[src/rtl/encoder_caixa_dagua.sv]
// Float-switch encoder for the water tank: synchronizes and debounces the 7-bit
// thermometer sensor bus, validates the pattern and registers the committed level.
module encoder_caixa_dagua #(
  parameter int DEBOUNCE_CYCLES = 50000,
  parameter int LOW_LEVEL       = 1
) (
  input  logic       clk,
  input  logic       rst,
  input  logic [6:0] sensores,
  output logic [2:0] water_level,
  output logic       level_valid,
  output logic       level_changed,
  output logic       sensor_fault,
  output logic       tank_low,
  output logic       tank_full
);

  // state    | meaning
  // SETTLING | candidate pattern is being timed for stability
  // STABLE   | candidate has been committed; waiting for the bus to move
  localparam int CW = $clog2(DEBOUNCE_CYCLES + 1);
  localparam logic [CW-1:0] CNT_LAST = CW'(DEBOUNCE_CYCLES - 1);
  localparam logic [2:0]    LOW_THR  = 3'(LOW_LEVEL);

  typedef enum logic {
    SETTLING = 1'b0,
    STABLE   = 1'b1
  } state_t;

  state_t          state;
  state_t          state_next;
  logic [6:0]      s1;
  logic [6:0]      s2;
  logic [6:0]      candidate;
  logic [6:0]      candidate_next;
  logic [CW-1:0]   cnt;
  logic [CW-1:0]   cnt_next;
  logic            commit;
  logic            legal;
  logic [2:0]      n_wet;
  logic [7:0]      cand_ext;

  always_ff @(posedge clk or posedge rst) begin
    if (rst) begin
      s1        <= '0;
      s2        <= '0;
      candidate <= '0;
      cnt       <= '0;
      state     <= SETTLING;
    end else begin
      s1        <= sensores;
      s2        <= s1;
      candidate <= candidate_next;
      cnt       <= cnt_next;
      state     <= state_next;
    end
  end

  // Any difference between the synchronized bus and the candidate restarts timing.
  always_comb begin
    state_next     = state;
    candidate_next = candidate;
    cnt_next       = cnt;
    commit         = 1'b0;
    case (state)
      STABLE: begin
        if (s2 != candidate) begin
          candidate_next = s2;
          cnt_next       = '0;
          state_next     = SETTLING;
        end
      end
      SETTLING: begin
        if (s2 != candidate) begin
          candidate_next = s2;
          cnt_next       = '0;
        end else if (cnt == CNT_LAST) begin
          commit     = 1'b1;
          state_next = STABLE;
        end else begin
          cnt_next = cnt + CW'(1);
        end
      end
      default: state_next = SETTLING;
    endcase
  end

  // A legal thermometer code is 2^n - 1, i.e. no set bit above a clear bit.
  always_comb begin
    cand_ext = {1'b0, candidate};
    legal    = ((cand_ext + 8'd1) & cand_ext) == 8'd0;
    n_wet    = '0;
    for (int k = 0; k < 7; k++) begin
      n_wet = n_wet + {2'b00, candidate[k]};
    end
  end

  always_ff @(posedge clk or posedge rst) begin
    if (rst) begin
      water_level   <= '0;
      level_valid   <= 1'b0;
      level_changed <= 1'b0;
      sensor_fault  <= 1'b0;
      tank_low      <= 1'b0;
      tank_full     <= 1'b0;
    end else begin
      level_changed <= 1'b0;
      if (commit) begin
        if (legal) begin
          water_level   <= n_wet;
          level_valid   <= 1'b1;
          sensor_fault  <= 1'b0;
          level_changed <= (n_wet != water_level) || !level_valid;
          tank_low      <= (n_wet <= LOW_THR);
          tank_full     <= (n_wet == 3'd7);
        end else begin
          // water_level keeps the last good reading for diagnostics
          level_valid  <= 1'b0;
          sensor_fault <= 1'b1;
          tank_low     <= 1'b0;
          tank_full    <= 1'b0;
        end
      end
    end
  end

endmodule

[config.mk]
export PLATFORM = sky130hd
export DESIGN_NAME = encoder_caixa_dagua
export DESIGN_NICKNAME = d
export VERILOG_FILES = /design/src/rtl/encoder_caixa_dagua.sv
export SDC_FILE = /design/constraint.sdc
export NUM_CORES = 1
export LEC_CHECK = 0
export BUFFER_PORTS_ARGS = -buffer_cell sky130_fd_sc_hd__buf_2
export CAP_MARGIN = 5
export CORE_MARGIN = 4
export CORE_UTILIZATION = 35
export DETAILED_ROUTE_END_ITERATION = 12
export REMOVE_ABC_BUFFERS = 1
export SYNTH_ARGS = -nofsm -noshare
export SYNTH_HDL_FRONTEND = slang
export SYNTH_SLANG_ARGS = --single-unit
[constraint.sdc]
create_clock -name clk -period 3.1 [get_ports clk]
set_clock_uncertainty 0.05 [all_clocks]
set_input_delay 0.155 -clock clk [delete_from_list [all_inputs] [get_ports clk]]
set_output_delay 0.155 -clock clk [all_outputs]
set_load 0.01 [all_outputs]
==> impl_metrics.py <==
metrics = {
    "worst_setup_path": {
        "crit-reg2reg-launch": "candidate[0]",
        "crit_family": "adder cells",
        "path_cells": "fa_1 > inv_1 > fa_1 > fa_1 > fa_1 > xor2_1 > a41oi_1",
        "crit_end": "level_changed",
        "r2r.worst_path.cells": 7,
        "startpoint": "candidate[0]",
        "cp.depth": 7,
        "r2r_setup_slack_ns": 0.19,
        "crit_type": "reg2reg",
        "cpMostUsedCell": "fa_1",
        "crit_slowest_cell": "fa_1",
        "path_max_fanout": 5,
        "cp-end-kind": "flip-flop",
        "crit_required_ns": 3.23,
        "worstReg2RegEnd": "level_changed",
        "slowest_delay_ns": 0.57,
        "startpoint_type": "flip-flop",
        "worstPathArrival_ns": 3.04,
        "path_buf_inv": 1,
    },
    "floorplan": {
        "start_util_pct": 36.88,
        "rows": 27,
        "die-height_um": 84.87,
        "core_mm2": 0.005608,
        "pin_count": 17,
        "die-area_mm2": 0.007203,
        "die_x_um": 84.87,
    },
    "clock_tree": {
        "cts_buffers": 5,
        "cts_resized": 0,
        "clkSinkCount": 46,
        "h-tree-depth": 2,
        "hold_buffers": 7,
        "clock_latency_ns": 0.30,
        "post_cts_buffers": 0,
        "cts_tree": "yes",
        "root_buffer": "clkbuf_8",
        "clockBufferDepth": 2,
        "cts.reportedPaths.clkPinSlew_ns": 0.10,
    },
    "finish": {
        "final_cell_mix": "46 x dfrtp_1, 20 x nor2_1, 17 x xnor2_1",
        "syn2layout_area_growth_pct": 15.25,
        "fin_nets": 222,
        "final_layout_size_suffix_gt1_share_pct": 15.94,
        "nFillCells": 543,
        "final_cells": 279,
        "diodes": 0,
        "final_common_cell": "dfrtp_1",
    },
    "timing": {
        "finalHoldViolations": 0,
        "fin_crit_sh_pct": 93.84,
        "rsz0062_at_grt": "no",
        "maxSlewViolCount": 0,
        "finalSetupTns_ns": 0,
        "fin_crit_ns": 2.909,
        "fmax_ghz": 0.3437,
        "finalSetupViolCount": 0,
        "tightest_slew_ns": 0.9319,
        "relSlewSlack_pct": 37.78,
    },
    "grt": {
        "grt_pass1_wl_um": 6313,
        "antenna_found_initial": 0,
        "track_usage_pct": 10.85,
        "grt_max_degree": 47,
        "grt-ovfl-total": 0,
        "grt_pass1_vias": 1371,
    },
    "logic_synthesis": {
        "yosys_most_used_dff": "dfrtp_1",
        "synth_cell_type_count": 38,
        "synth_seq_cells": 46,
        "yosysWarnings": 0,
        "synth-edff-count": 0,
        "netlist_area_mm2": 0.002068,
        "synthCells": 184,
        "synth-seq-area-share_pct": 55.66,
        "synthArstFlopShare_pct": 100.0,
        "syn_avg_cell_area_um2": 11.24,
    },
    "detailed_routing": {
        "wl_per_cell_um": 12.37,
        "drt_iter0_drc": 85,
        "vias_per_cell": 4.713,
        "drc": 0,
        "routed_wl_um": 3450,
        "ant_nets": 0,
        "detail_route.first_pass.iterations": 4,
        "via_count": 1315,
    },
    "power": {
        "ir_worst_vdd_mv": 0.3931,
        "power_density_mw_per_mm2": 461.9,
        "power.leakage_uw": 0.001035,
        "finalPower_uw": 1101,
    },
    "worst_hold_path": {
        "hp-class": "in2async",
    },
    "placed_design": {
        "place_inst": 264,
        "portBuffers": 16,
        "dp_hpwl_um": 2354,
        "gp_congestion": 0.7501,
    },
    "run_status": {
        "status": "finished clean",
    },
    "run": {
        "drv_cap": 0,
    },
}
## through the flow
stage                     instance area, µm²  util (%)  setup WS, ns  hold WS, ns
after floorplan                         2026         -        0.2816       0.1364
after global placement                  2218     39.56        0.2276       0.2127
after detailed placement                2218     39.56        0.1832       0.2143
after CTS                               2384     42.50        0.1832      0.04657
after global routing                    2384     42.50       0.05023       0.1092
final                                   2384     42.50        0.1908     0.005684
## kinds of logic (layout without fill, tap and decap cells)
family / count (synthesis) / in the layout / synth area share [%]
compound gates: 20 / 20 / 5.990
xor+xnor: 23 / 23 / 9.740
fa+ha+maj: 7 / 7 / 5.687
buf+inv: 25 / 48 / 4.597
flops: 46 / 46 / 55.66
mux: 3 / 3 / 1.512
simple gates: 60 / 60 / 16.82
## worst min-delay path by stage
stage,start,to,slack (ns),cells past startpoint
after floorplan,sensores[0],s1[0],0.14,0
after global placement,sensores[3],s1[3],0.21,1
after detailed placement,sensores[5],s1[5],0.21,1
after CTS,rst,candidate[2],0.05,2
after global routing,rst,s1[6],0.11,2
final,rst,s1[6],0.006,2
## area by class of cell
type,count,area (µm²),share of cell area [%]
clock buffers,5,68.82,2.887
clock inverters,3,26.28,1.102
inverters,14,52.55,2.205
multi-input cells,113,822.0,34.49
flip-flops and latches,46,1151,48.29
well taps,72,90.09,3.780
repair buffers,26,172.7,7.244
## worst reg2reg max path, stage by stage (launching register included)
cell	delay, ns
dfrtp_1	0.45
fa_1	0.55
inv_1	0.05
fa_1	0.44
fa_1	0.39
fa_1	0.57
xor2_1	0.16
a41oi_1	0.13
## synth_stat cells (3+ instances only)
cell      number  share of area (%)
dfrtp_1       46                 56
nor2_1        20                3.6
xnor2_1       17                7.2
inv_1         14                2.5
clkbuf_1       9                1.6
a21oi_1        8                1.9
nand3_1        6                1.5
nand4_1        6                1.8
xor2_1         6                2.5
nand2_1        5               0.91
nor3_1         5                1.2
fa_1           4                3.9
a211oi_1       3                1.1
ha_1           3                1.8
or3_1          3               0.91
## power by group
group          internal, µW  switching, µW  leakage, µW
registers               614           10.1     0.000594
clock network           168            224    0.0000495
logic                  39.0           46.2     0.000391
## layer usage
layer | GRT usage, % | up-vias | wire, µm
met5 | 0 | - | 0
met4 | 4.317 | 0 | 68
met3 | 2.913 | 4 | 131
met2 | 16.44 | 32 | 1501
met1 | 14.81 | 624 | 1749
li1 | - | 655 | -
## sequential cells by signal, summed over array words and instances (netlist names), 3 cells and up
| signal | flops |
|---|---|
| cnt | 16 |
| s1 | 7 |
| water_level | 3 |
| candidate | 7 |
| s2 | 7 |
No activity file was read; power rests on OpenSTA's default activity.
